File: config.mk
export PLATFORM = sky130hd
export DESIGN_NAME = sort4_ctrl
export DESIGN_NICKNAME = d
export VERILOG_FILES = /design/src/rtl/sort4_pkg.sv /design/src/rtl/mag_cmp2.sv /design/src/rtl/sort4_ctrl.sv
export SDC_FILE = /design/constraint.sdc
export NUM_CORES = 1
export LEC_CHECK = 0
export CORE_MARGIN = 1.5
export CORE_UTILIZATION = 48
export CTS_CLUSTER_SIZE = 40
export DETAILED_ROUTE_END_ITERATION = 8
export GPL_TIMING_DRIVEN = 1
export PLACE_DENSITY = 0.83
export SYNTH_ARGS = -nofsm -noshare
export SYNTH_HDL_FRONTEND = slang
export SYNTH_HIERARCHICAL = 1
export SYNTH_SLANG_ARGS = --single-unit
export TNS_END_PERCENT = 50
File: constraint.sdc
create_clock -name clk -period 7.6 [get_ports clk]
set_input_delay 1.14 -clock clk [delete_from_list [all_inputs] [get_ports clk]]
set_output_delay 1.14 -clock clk [all_outputs]
set_load 0.02 [all_outputs]
File: src/rtl/sort4_pkg.sv
// rtl/sort4_pkg.sv - shared state encoding, sizes and compare-pair table for sort4_ctrl
package sort4_pkg;

    typedef enum logic [1:0] {
        IDLE = 2'd0,
        SORT = 2'd1,
        DONE = 2'd2
    } state_e;

    localparam int N      = 4;
    localparam int NSTEPS = 6;

    // Lower index j of the (j, j+1) pair compared at each step.
    function automatic logic [1:0] pair_idx(input logic [2:0] step);
        logic [1:0] j;
        j = 2'd0;
        case (step)
            3'd0: j = 2'd0;
            3'd1: j = 2'd1;
            3'd2: j = 2'd2;
            3'd3: j = 2'd0;
            3'd4: j = 2'd1;
            3'd5: j = 2'd0;
            default: j = 2'd0;
        endcase
        return j;
    endfunction

endpackage

File: src/rtl/mag_cmp2.sv
// rtl/mag_cmp2.sv - combinational unsigned W-bit magnitude comparator
module mag_cmp2 #(
    parameter int W = 2
) (
    input  logic [W-1:0] a,
    input  logic [W-1:0] b,
    output logic         gt,
    output logic         eq,
    output logic         lt
);

    assign gt = (a > b);
    assign eq = (a == b);
    assign lt = (a < b);

endmodule

File: src/rtl/sort4_ctrl.sv
// rtl/sort4_ctrl.sv - four-element stable bubble sorter, one compare per cycle
module sort4_ctrl
    import sort4_pkg::*;
#(
    parameter int W = 2
) (
    input  logic           clk,
    input  logic           rst,
    input  logic           start,
    input  logic [4*W-1:0] din,
    output logic [4*W-1:0] dout,
    output logic           busy,
    output logic           done,
    output logic [2:0]     swaps
);

    state_e         state_q, state_d;
    logic [2:0]     step_q, step_d;
    logic [2:0]     swaps_q, swaps_d;
    logic [W-1:0]   a_q [N];
    logic [W-1:0]   a_d [N];

    logic [1:0]     lo_idx;
    logic [1:0]     hi_idx;
    logic           cmp_gt;
    logic           cmp_eq_unused;
    logic           cmp_lt_unused;

    assign lo_idx = pair_idx(step_q);
    assign hi_idx = lo_idx + 2'd1;

    // Single comparator shared by every step; the pair is chosen by step_q.
    mag_cmp2 #(.W(W)) u_cmp (
        .a  (a_q[lo_idx]),
        .b  (a_q[hi_idx]),
        .gt (cmp_gt),
        .eq (cmp_eq_unused),
        .lt (cmp_lt_unused)
    );

    always_comb begin
        state_d = state_q;
        step_d  = step_q;
        swaps_d = swaps_q;
        for (int k = 0; k < N; k++) begin
            a_d[k] = a_q[k];
        end

        case (state_q)
            IDLE: begin
                if (start) begin
                    for (int k = 0; k < N; k++) begin
                        a_d[k] = din[k*W +: W];
                    end
                    swaps_d = 3'd0;
                    step_d  = 3'd0;
                    state_d = SORT;
                end
            end
            SORT: begin
                // Strict greater-than only, so equal keys keep their order.
                if (cmp_gt) begin
                    a_d[lo_idx] = a_q[hi_idx];
                    a_d[hi_idx] = a_q[lo_idx];
                    if (swaps_q < 3'(NSTEPS)) begin
                        swaps_d = swaps_q + 3'd1;
                    end
                end
                if (step_q == 3'(NSTEPS - 1)) begin
                    state_d = DONE;
                end else begin
                    step_d = step_q + 3'd1;
                end
            end
            DONE: begin
                state_d = IDLE;
            end
            default: begin
                state_d = IDLE;
            end
        endcase
    end

    always_ff @(posedge clk) begin
        if (rst) begin
            state_q <= IDLE;
            step_q  <= 3'd0;
            swaps_q <= 3'd0;
            for (int k = 0; k < N; k++) begin
                a_q[k] <= '0;
            end
        end else begin
            state_q <= state_d;
            step_q  <= step_d;
            swaps_q <= swaps_d;
            for (int k = 0; k < N; k++) begin
                a_q[k] <= a_d[k];
            end
        end
    end

    always_comb begin
        dout = '0;
        for (int k = 0; k < N; k++) begin
            dout[k*W +: W] = a_q[k];
        end
    end

    assign busy  = (state_q != IDLE);
    assign done  = (state_q == DONE);
    assign swaps = swaps_q;

endmodule
==> results by group <==
CTS
  • Worst-path clk slew: ~100 ps
  • Clock Sinks: 16
  • CTS H-tree lvls: 1
  • Hold-fix buffers, CTS: 0
  • Total CTS buffers: 3
  • CTS tree: built
  • Max Buffers Root-to-Sink: 2
  • Worst skew pair latency: 290 ps
  • Resized cells post-CTS: 0
  • Root Driver: clkbuf_4
  • Post-CTS setup buffer count: 0

Timing
  • Final hold violations: 0
  • Final setup viols: 0
  • TNS Setup: 0 ps
  • Final worst path period share: between 50% and 60%
  • Max Clock Freq: 255.3 MHz
  • WHS: between 500 and 600 ps
  • Tmin final: between 3000 and 4000 ps
  • Final Max Tran Viols: 0
  • Fin Clk Skew: 1.075 ps
  • Normalized max-slew margin: about 53%
  • Least-Margin Pin Slew: 702.1 ps
  • Setup WS post-layout: roughly 3700 ps
  • RSZ-0062 raised after global routing: no

GRT
  • M2 GR Usage: ~36%
  • Met3 GRT Util: 2.500%
  • Grt peak-use layer: met2
  • Antenna violations before repair: 0
  • Gr ovfl total: 0
  • Pin count of the biggest net entering global routing: 19
  • Grt met1 use: about a third
  • Number of global-route vias before repair: slightly above 1,000
  • Tot GR Track Use: between 20 and 25%
  • First-pass GRT wire length: roughly 4700 um

Critical path
  • Critical path class: reg -> reg
  • Critical-path top delay cell: mux4_1
  • CP endpoint kind: flip-flop
  • WP data required: ~7800 ps
  • Worst path most repeated cell: ha_1
  • Crit path DAT: approximately 4100 ps
  • Worst stage delay on the critical path: 690 ps
  • Worst r2r path cells: 14
  • CP Cell Sequence: inv_1 > ha_1 > and2b_2 > inv_1 > ha_1 > nor3b_1 > mux4_1 > ha_1 > and2_4 > a21oi_1 > o211ai_1 > a21oi_1 > o211ai_1 > o32ai_1
  • Critical path peak fanout: 7
  • Startpoint Class: flip-flop

Cells and area
  • P&R area growth vs syn: 22.37%
  • Final nets: between 150 and 200
  • Post-layout util: 61.62%
  • Layout cells sized above 1: between 10% and 20%
  • Inserted Diodes: 0
  • Filler Cell Count: roughly 230
  • Most common cell after layout, fill and taps aside: clkdlybuf4s50_1
  • Most frequent cells in the layout: clkdlybuf4s50_1, dfxtp_1, a21oi_1, ha_1, o211ai_1

Place
  • DPL Wire Length: between 2000 and 2500 um
  • Port bufs: 23
  • Pre-CTS WS: 3751 ps
  • Routability cong.: slightly above 0.9

Floorplan
  • IO Count: 24
  • CORE AREA: between 2000 and 2500 um2
  • Initial Utilization: between 50% and 60%
  • Horiz. Die Dim: 53.75 um
  • # rows: 18
  • Vert. Die Dim: about 54 um
  • Die Area: 2889 um2

Synthesis
  • Gate Count Post-Synth: between 100 and 150
  • Number of synthesis warnings: 6
  • Synth Area per Inst: a little over 9 um2
  • Syn nets: between 150 and 200
  • Synth Cell Area: 1236 um2

Outcome
  • Outcome: completed

Routing
  • Final ANT Viol Nets: 0
  • Vias: about 1,100
  • Routed Wire Length: between 2000 and 3000 um
  • DRT iter0 DRCs: 32
  • DRC Markers: 0
  • Drt pass-1 iters: 4
  • WL/cell: 15.68 um
  • Via/cell ratio: 6.054

Hold path
  • Hold path depth: 2
  • HP Class: reg -> reg

Power
  • Pwr per Cell Area: roughly 170 nW/um2
  • Tot Pwr: about 250 uW
  • Peak supply drop: around 130 uV
  • Static Leak: between 0.0005 and 0.0006 uW

Run
  • Number of max-cap violations: 0
[final cells by class]
type	instances	area [um2]	share of cell area [%]
clock buffer	4	36.28	2.399
inverter	10	37.54	2.481
multi-input combinational	103	850.8	56.24
sequential	16	320.3	21.17
tap	30	37.54	2.481
timing repair buffer	23	230.2	15.22
[worst paths after layout]
kind | slack [ps] | start | endpoint
worst min register to register | 520 | step_q[1] | step_q[1]
worst max register to register | 3680 | step_q[0] | a_q[1][1]
worst max-delay path | 3680 | step_q[0] | a_q[1][1]
worst min-delay path | 520 | step_q[1] | step_q[1]
[metal layers]
layer / share of wire (%) / wire, um
met5: 0 / 0
met2: 47 / 1377
met1: 46 / 1349
met3: 5.2 / 152
met4: 1.3 / 38
[state kept, by name, summed over array words and instances (netlist names)]
name     cells
swaps        3
state_q      2
step_q       3
a_q          8
[per-stage QoR]
step | cell area, um2 | std cells
floorplan | 1236 | 134
global placement | 1476 | 182
detailed placement | 1476 | 182
CTS | 1513 | 186
global route | 1513 | 186
finish | 1513 | 186
[power by group]
part | internal [uW] | switching [uW] | leakage (uW)
Clock | 29.2 | 29.2 | 0.0000210
Sequential | 90.8 | 9.37 | 0.000131
Combinational | 44.5 | 48.0 | 0.000410
[critical path, delay by kind of cell, from the launching register on]
kind	cells	cell delay, ps
multiplexers	1	690
flip-flops	1	360
adder cells (fa/ha/maj)	3	800
buffers and inverters	2	200
AND/OR/NAND/NOR	3	680
AO/OA/AOI/OAI	5	1110
Power figures use the tool's default switching activity.
